File: config.mk
export PLATFORM = sky130hd
export DESIGN_NAME = pipe_skid_stage
export DESIGN_NICKNAME = d
export VERILOG_FILES = /design/src/rtl/pipe_skid_stage_pkg.sv /design/src/rtl/pipe_skid_stage.sv
export SDC_FILE = /design/constraint.sdc
export NUM_CORES = 1
export LEC_CHECK = 0
export CAP_MARGIN = 25
export CORE_MARGIN = 2
export CORE_UTILIZATION = 55
export DETAILED_ROUTE_END_ITERATION = 8
export GPL_ROUTABILITY_DRIVEN = 0
export PLACE_DENSITY_LB_ADDON = 0.15
export SLEW_MARGIN = 25
export SYNTH_ARGS = -nofsm -noshare
export SYNTH_HDL_FRONTEND = slang
export SYNTH_SLANG_ARGS = --single-unit
File: constraint.sdc
create_clock -name clk -period 5.09 [get_ports clk]
set_input_delay 0.7635 -clock clk [delete_from_list [all_inputs] [get_ports clk]]
set_output_delay 0.7635 -clock clk [all_outputs]
set_load 0.05 [all_outputs]
File: src/rtl/pipe_skid_stage_pkg.sv
// ============================================================================
// Module   : pipe_skid_stage_pkg
// Brief    : State encoding, per-stage payload layout and NOP payloads for
//            the generic pipeline stage register.
// Revision : 1.0 - initial release
// ============================================================================
`default_nettype none

package pipe_skid_stage_pkg;

  typedef enum logic [1:0] {
    ST_EMPTY = 2'b00,
    ST_BUSY  = 2'b01,
    ST_FULL  = 2'b10
  } stage_state_e;

  localparam int PC_WIDTH       = 32;
  localparam int DATA_WIDTH     = 32;
  localparam int RADDR_WIDTH    = 5;
  localparam int ALUOP_WIDTH    = 4;
  localparam int MEM_MODE_WIDTH = 3;

  // IF/ID payload: {pc, instr}
  localparam int c_ifid_instr_lsb = 0;
  localparam int c_ifid_pc_lsb    = c_ifid_instr_lsb + DATA_WIDTH;
  localparam int c_ifid_w         = c_ifid_pc_lsb + PC_WIDTH;

  // ID/EX payload: {pc, imm, rs2_val, rs1_val, rd, mem_mode, alu_op, ctrl[3:0]}
  // ctrl = {branch_jump, mem_read, mem_write, reg_write}
  localparam int c_idex_ctrl_lsb  = 0;
  localparam int c_idex_aluop_lsb = c_idex_ctrl_lsb + 4;
  localparam int c_idex_mmode_lsb = c_idex_aluop_lsb + ALUOP_WIDTH;
  localparam int c_idex_rd_lsb    = c_idex_mmode_lsb + MEM_MODE_WIDTH;
  localparam int c_idex_rs1_lsb   = c_idex_rd_lsb + RADDR_WIDTH;
  localparam int c_idex_rs2_lsb   = c_idex_rs1_lsb + DATA_WIDTH;
  localparam int c_idex_imm_lsb   = c_idex_rs2_lsb + DATA_WIDTH;
  localparam int c_idex_pc_lsb    = c_idex_imm_lsb + DATA_WIDTH;
  localparam int c_idex_w         = c_idex_pc_lsb + PC_WIDTH;

  // EX/MEM payload: {alu_res, store_val, rd, mem_mode, ctrl[2:0]}
  // ctrl = {mem_read, mem_write, reg_write}
  localparam int c_exmem_ctrl_lsb  = 0;
  localparam int c_exmem_mmode_lsb = c_exmem_ctrl_lsb + 3;
  localparam int c_exmem_rd_lsb    = c_exmem_mmode_lsb + MEM_MODE_WIDTH;
  localparam int c_exmem_st_lsb    = c_exmem_rd_lsb + RADDR_WIDTH;
  localparam int c_exmem_alu_lsb   = c_exmem_st_lsb + DATA_WIDTH;
  localparam int c_exmem_w         = c_exmem_alu_lsb + DATA_WIDTH;

  // MEM/WB payload: {wb_val, rd, reg_write}
  localparam int c_memwb_ctrl_lsb = 0;
  localparam int c_memwb_rd_lsb   = c_memwb_ctrl_lsb + 1;
  localparam int c_memwb_val_lsb  = c_memwb_rd_lsb + RADDR_WIDTH;
  localparam int c_memwb_w        = c_memwb_val_lsb + DATA_WIDTH;

  // IF/ID bubble carries a canonical addi x0,x0,0; later stages only need
  // every write/branch enable cleared, which all-zero guarantees.
  localparam logic [DATA_WIDTH-1:0] c_instr_nop = 32'h0000_0013;
  localparam logic [c_ifid_w-1:0]   c_ifid_nop  = {{PC_WIDTH{1'b0}}, c_instr_nop};
  localparam logic [c_idex_w-1:0]   c_idex_nop  = '0;
  localparam logic [c_exmem_w-1:0]  c_exmem_nop = '0;
  localparam logic [c_memwb_w-1:0]  c_memwb_nop = '0;

endpackage

`default_nettype wire

File: src/rtl/pipe_skid_stage.sv
// ============================================================================
// Module   : pipe_skid_stage
// Brief    : Valid/ready pipeline stage register with optional 2-entry skid
//            buffer, synchronous flush and saturating stall counter.
// Revision : 1.0 - initial release
// ============================================================================
`default_nettype none

module pipe_skid_stage
  import pipe_skid_stage_pkg::*;
#(
  parameter int                DATA_W  = 32,
  parameter logic [DATA_W-1:0] RST_VAL = {DATA_W{1'b0}},
  parameter int                SKID    = 1,
  parameter int                CNT_W   = 16
) (
  input  logic              clk,
  input  logic              rst_n,
  input  logic              in_valid,
  output logic              in_ready,
  input  logic [DATA_W-1:0] in_data,
  output logic              out_valid,
  input  logic              out_ready,
  output logic [DATA_W-1:0] out_data,
  input  logic              flush,
  output logic [CNT_W-1:0]  stall_cnt,
  input  logic              stall_clr
);

  localparam logic             c_skid_en  = (SKID != 0);
  localparam logic [CNT_W-1:0] c_cnt_one  = 1;

  stage_state_e      r_state;
  stage_state_e      w_state_nxt;
  logic [DATA_W-1:0] r_main;
  logic [DATA_W-1:0] r_skid;
  logic [DATA_W-1:0] w_main_nxt;
  logic [DATA_W-1:0] w_skid_nxt;
  logic              w_in_fire;
  logic              w_out_fire;
  logic              w_stall;
  logic [CNT_W-1:0]  r_stall_cnt;

  assign out_valid  = (r_state != ST_EMPTY);
  assign out_data   = r_main;
  assign w_in_fire  = in_valid & in_ready;
  assign w_out_fire = out_valid & out_ready;
  assign w_stall    = out_valid & ~out_ready;
  assign stall_cnt  = r_stall_cnt;

  generate
    if (SKID != 0) begin : g_skid
      // in_ready depends on registered state only, breaking the ready chain.
      assign in_ready = (r_state != ST_FULL);

      always_ff @(posedge clk or negedge rst_n) begin
        if (!rst_n) begin
          r_skid <= RST_VAL;
        end else begin
          r_skid <= w_skid_nxt;
        end
      end
    end else begin : g_no_skid
      assign in_ready = ~out_valid | out_ready;
      assign r_skid   = RST_VAL;
    end
  endgenerate

  always_ff @(posedge clk or negedge rst_n) begin
    if (!rst_n) begin
      r_state <= ST_EMPTY;
      r_main  <= RST_VAL;
    end else begin
      r_state <= w_state_nxt;
      r_main  <= w_main_nxt;
    end
  end

  always_comb begin
    w_state_nxt = r_state;
    w_main_nxt  = r_main;
    w_skid_nxt  = r_skid;
    case (r_state)
      ST_EMPTY: begin
        if (w_in_fire) begin
          w_main_nxt  = in_data;
          w_state_nxt = ST_BUSY;
        end
      end
      ST_BUSY: begin
        if (w_in_fire && w_out_fire) begin
          w_main_nxt = in_data;
        end else if (w_in_fire && c_skid_en) begin
          w_skid_nxt  = in_data;
          w_state_nxt = ST_FULL;
        end else if (w_out_fire) begin
          w_state_nxt = ST_EMPTY;
        end
      end
      ST_FULL: begin
        if (w_out_fire) begin
          w_main_nxt  = r_skid;
          w_state_nxt = ST_BUSY;
        end
      end
      default: w_state_nxt = ST_EMPTY;
    endcase
    // Flush overrides everything, including a payload accepted this cycle.
    if (flush) begin
      w_state_nxt = ST_EMPTY;
      w_main_nxt  = RST_VAL;
      w_skid_nxt  = RST_VAL;
    end
  end

  always_ff @(posedge clk or negedge rst_n) begin
    if (!rst_n) begin
      r_stall_cnt <= '0;
    end else if (stall_clr) begin
      r_stall_cnt <= '0;
    end else if (w_stall && !(&r_stall_cnt)) begin
      r_stall_cnt <= r_stall_cnt + c_cnt_one;
    end
  end

endmodule

`default_nettype wire
=== After elaboration in Yosys (flattened, before gate mapping) ===
Index checks and enable logic that the tools add are counted.

* Reductions and logical operators: 13
* Add/subtract/negate cells: 1
* Equal/unequal tests: 9
* Bitwise gates (word level): 4
* Mux-type cells: 17

{| class="wikitable"
|+ Operator list
! cell !! number
|-
| $mux 32 || 7
|-
| $pmux 32 s3 || 1
|-
| $mux 16 || 2
|-
| $add 16x1->16 const B || 1
|-
| $reduce_and 16->1 || 1
|-
| $mux 2 || 6
|-
| $ne 3x3->1 const B || 4
|-
| $reduce_and 4->1 || 2
|-
| $reduce_bool 2->1 || 4
|-
| $pmux 2 s3 || 1
|-
| $ne 2x2->1 const B || 2
|-
| $ne 4x4->1 const B || 1
|-
| $reduce_bool 4->1 || 1
|-
| $and 1x1->1 || 3
|-
| $reduce_and 3->1 || 1
|-
| $eq 2x1->1 const B || 1
|-
| $eq 2x2->1 const B || 1
|-
| $logic_and 1x1->1 || 2
|-
| $logic_not 2->1 || 1
|-
| $logic_not 1->1 || 1
|-
| $not 1->1 || 1
|}

* Output and inout bits: 50
* Word-level logic and storage cells: 48
* Register bits: 82

=== Depth between registers and ports, before layout ===
* Depth after elaboration: 7
* Mapped depth: 9

=== Worst setup path after synthesis ===
OpenSTA, ideal clock, no wires.

* Path type: reg-to-output
* Start point: reg r_state[0]
* End point: out in_ready
* Buffers on the path: 2
* Slack: 2.733 ns
* Cell stages (with the launch flop): 6
* Data arrival time: 1.594 ns
* Required time: 4.326 ns
* Cell sequence: dfrtp_1 inv_1 ha_1 buf_2 buf_1 inv_1

* Longest elaborated chain between the ends: 1

{| class="wikitable"
|+ RTL lines
! item !! line !! RTL
|-
| start: declaration || pipe_skid_stage.sv:33 || <nowiki>stage_state_e r_state;</nowiki>
|-
| start signal: assignment || pipe_skid_stage.sv:74 || <nowiki>r_state <= w_state_nxt;</nowiki>
|-
| $ne 2x2->1 || pipe_skid_stage.sv:54 || <nowiki>assign in_ready = (r_state != ST_FULL);</nowiki>
|-
| end: declaration || pipe_skid_stage.sv:20 || <nowiki>output logic in_ready,</nowiki>
|}

Every way passes these cells.

=== Final worst setup path ===
* Start point: in out_ready
* End point: reg r_main[7] (netlist: out_data[7])

* Longest elaborated chain between the ends: 4
* Elaborated cells between the ends (all ways): 5

{| class="wikitable"
|+ RTL lines
! item !! line !! RTL
|-
| start: declaration || pipe_skid_stage.sv:23 || <nowiki>input logic out_ready,</nowiki>
|-
| $and 1x1->1 * || pipe_skid_stage.sv:47 || <nowiki>assign w_out_fire = out_valid & out_ready;</nowiki>
|-
| $logic_and 1x1->1 || pipe_skid_stage.sv:91 || <nowiki>if (w_in_fire && w_out_fire) begin</nowiki>
|-
| $ne 3x3->1 (no line) || n/a ||
|-
| $reduce_and 4->1 (no line) * || n/a ||
|-
| end signal: assignment || pipe_skid_stage.sv:75 || <nowiki>r_main <= w_main_nxt;</nowiki>
|-
| end: declaration || pipe_skid_stage.sv:35 || <nowiki>logic [DATA_W-1:0] r_main;</nowiki>
|}

Mark *: on every way between the ends. The rest lies on a longest branch, timed or not.
A chain may end at the register's enable or synchronous reset.

==> impl_metrics.env <==
export IMPL_outcome="finished, final reports clean"
export IMPL_crit_buf_inv=1
export IMPL_synth_seq_cells=82
export IMPL_setup_viol=0
export IMPL_nNetsFinal=529
export IMPL_drc=0
export IMPL_end_kind="flip-flop"
export IMPL_grt_first_pass_wirelength_microns=16500
export IMPL_clock_fmax_mhz=331
export IMPL_critPathLaunchType="input port"
export IMPL_ir_drop_mv=0.406
export IMPL_cts_tree="yes"
export IMPL_crit_type="in2reg"
export IMPL_period_share_pct=59.4
export IMPL_area_growth_pct=25.0
export IMPL_yosys_warnings=0
export IMPL_synth_commonest_cells="dfrtp_1, nand2_1, a21oi_1"
export IMPL_cts_root_buf="clkbuf_8"
export IMPL_die_area_sq_um=8400
export IMPL_post_drt_wl_per_cell_microns=16.6
export IMPL_finalHoldViolations=0
export IMPL_synth_top_cell_area_share_pct=48.5
export IMPL_yosysMostFrequentCell="dfrtp_1"
export IMPL_synth_cell_type_count=45
export IMPL_drive_gt1_share_pct=12.2
export IMPL_regToRegSetupSlack_ns=2.29
export IMPL_wl_microns=9790
export IMPL_post_route_util_pct=72.1
export IMPL_hold_class="in2async"
export IMPL_cts_resized=0
export IMPL_crit_chain="clkdlybuf4s50_1 > and3b_1 > o311a_4 > or2_2 > a211oi_1"
export IMPL_synth_ff_type="dfrtp_1"
export IMPL_cts_htree_levels=3
export IMPL_synth_largest_area_cell="dfrtp_1"
export IMPL_io_buffers=87
export IMPL_slowest_delay_ns=0.67
export IMPL_syn_cell_area_sq_um=4230
export IMPL_final_area_sq_um=5280
export IMPL_dp_hpwl_microns=6220
export IMPL_rows=31
export IMPL_start_util_pct=57.7
export IMPL_cp_top_family="simple AND/OR/NAND/NOR gates"
export IMPL_io_pin_count=88
export IMPL_vias_per_cell=5.83
export IMPL_first_pass_iters=4
export IMPL_grt_overflow=0
export IMPL_clkSinkCount=82
export IMPL_worst_pin_slew_ns=0.928
export IMPL_cts_buffers=9
export IMPL_fin_setup_tns_ns=0
export IMPL_synthCells=415
export IMPL_leakage_nw=2.02
export IMPL_ctsHoldBuffers=0
export IMPL_die_height_microns=91.7
export IMPL_cts_clk_slew_worst_paths_ns=0.08
export IMPL_ant_nets=0
export IMPL_synth_nets=459
export IMPL_grt_max_degree=83
export IMPL_slew_violations=0
export IMPL_grt_pass1_vias=3331
export IMPL_period_minus_slack_ns=3.02
export IMPL_crit_arrival_ns=3.27
export IMPL_postCtsSetupRepairBufs=0
export IMPL_crit_required_ns=5.34
export IMPL_coreArea_sq_um=7330
export IMPL_slew_limit_headroom_pct=38.2
export IMPL_slowest_stage="or2_2"
export IMPL_hold_ws_ns=0.416
export IMPL_avgSynthCellArea_sq_um=10.2
export IMPL_grt_util_all_layers_pct=24.4
export IMPL_fin_skew_ns=0.0123
export IMPL_clk_latency_ns=0.35
export IMPL_vias=3433
export IMPL_ctsLongestPathBuffers=2
export IMPL_pwr_density_cell_nw_per_um2=550
export IMPL_maxCapViolCount=0
export IMPL_yosysSeqAreaShare_pct=48.5
export IMPL_antennaDiodeCount=0
export IMPL_rsz0062_at_grt="false"
export IMPL_path_max_fanout=33
export IMPL_worstRegToRegCells=7
export IMPL_reg2reg_to="out_data[7]$_DFFE_PN0P_"
export IMPL_antenna_found_initial=0
export IMPL_synthTopCellsByArea="dfrtp_1, a211oi_2, mux2i_1, nand2_1, a21oi_1"
export IMPL_die_x_microns=91.7
export IMPL_drt_iter0_markers=209
export IMPL_placed_area_sq_um=5090
export IMPL_synth_edf_count=0
export IMPL_r2r_start="r_state[0]$_DFFE_PN0P_"
export IMPL_async_reset_ff_share_pct=100
[cell type report]
type / count / area [sq um]
tap: 99 / 124
clock inverter: 4 / 52.6
inverter: 8 / 30.0
multi-input combinational: 292 / 1990
timing repair buffer: 92 / 905
sequential: 82 / 2050
clock buffer: 12 / 135
fill: 542 / 2050
[sequential cells by signal, indices dropped and copies added (netlist names)]
| signal | cells |
|---|---|
| out_data | 32 |
| r_skid | 32 |
| r_state | 2 |
| stall_cnt | 16 |
[metal layers]
metal  routed length, microns  vias up  track usage [%]
li1                         -     1642                -
met1                     4450     1680             36.1
met2                     4720       96             36.9
met3                      441       15             3.37
met4                      170        0             8.46
met5                        0        -                0
[worst reg2reg max path, stage by stage (launching register included)]
cell and delay [ns]:
dfrtp_1 0.40, inv_1 0.14, ha_1 0.37, inv_2 0.15
nor3b_4 0.21, buf_4 0.35, or2_2 0.81, a211oi_1 0.20
[layout by cell type, fill, tap and decap left out, types with 2 or more instances in the layout]
| cell type | Yosys | final |
|---|---|---|
| nor2_1 | 8 | 8 |
| o21ai_1 | 7 | 7 |
| nand4_1 | 4 | 4 |
| inv_2 | 2 | 2 |
| dfrtp_1 | 82 | 82 |
| a211oi_1 | 2 | 2 |
| nand3_1 | 7 | 7 |
| clkbuf_1 | 21 | 3 |
| ha_1 | 6 | 5 |
| and3_1 | 2 | 2 |
| and4_1 | 4 | 4 |
| clkinv_4 | 0 | 2 |
| nand2_1 | 67 | 67 |
| nor4_1 | 4 | 4 |
| nand2b_1 | 2 | 2 |
| mux2_1 | 2 | 2 |
| nor2b_1 | 3 | 3 |
| mux2i_1 | 33 | 33 |
| clkbuf_8 | 0 | 9 |
| or3_1 | 7 | 7 |
| a211oi_2 | 30 | 30 |
| a21oi_1 | 47 | 46 |
| inv_1 | 6 | 6 |
| o31ai_1 | 4 | 4 |
| clkdlybuf4s50_1 | 0 | 85 |
| or4_1 | 5 | 5 |
| nor3_1 | 32 | 32 |
| buf_4 | 1 | 5 |
[through the flow]
| step | total power, mW | instances | worst slack (ns) |
|---|---|---|---|
| 3_5_place_dp | 2.46 | 573 | 1.74 |
| 5_1_grt | 3.06 | 589 | 1.92 |
| 2_1_floorplan | 2.05 | 415 | 2.73 |
| 3_3_place_gp | 2.43 | 573 | 1.81 |
| 6_report | 2.91 | 589 | 2.07 |
| 4_1_cts | 2.93 | 589 | 2.09 |
[cells by family (layout without fill, tap and decap cells)]
| group | after synthesis | count (layout) | share of synthesized area [%] |
|---|---|---|---|
| AOI/OAI and AO/OA | 97 | 97 | 18.2 |
| xor gates and xnor gates | 1 | 1 | 0.207 |
| adders and majority gates | 6 | 6 | 1.78 |
| buffers and inverters | 41 | 116 | 4.97 |
| DFF | 82 | 82 | 48.5 |
| muxes | 35 | 35 | 8.35 |
| and+or+nand+nor | 153 | 153 | 17.9 |
[report_power, final]
part | switching, mW | internal, mW | leakage [nW]
Combinational | 0.999 | 0.518 | 0.810
Sequential | 0.116 | 0.813 | 1.11
Clock | 0.233 | 0.228 | 0.0945
Total | 1.35 | 1.56 | 2.02
[worst max-delay path by stage]
stage | start | to | slack (ns) | cells after the start
global placement | out_ready | out_data[7]$_DFFE_PN0P_ | 1.81 | 5
floorplan | r_state[0]$_DFFE_PN0P_ | in_ready | 2.73 | 5
CTS | out_ready | out_data[7]$_DFFE_PN0P_ | 2.09 | 5
finish | out_ready | out_data[7]$_DFFE_PN0P_ | 2.07 | 5
detailed placement | out_ready | out_data[5]$_DFFE_PN0P_ | 1.74 | 5
global route | out_ready | out_data[7]$_DFFE_PN0P_ | 1.92 | 5
Power figures use the tool's default switching activity.
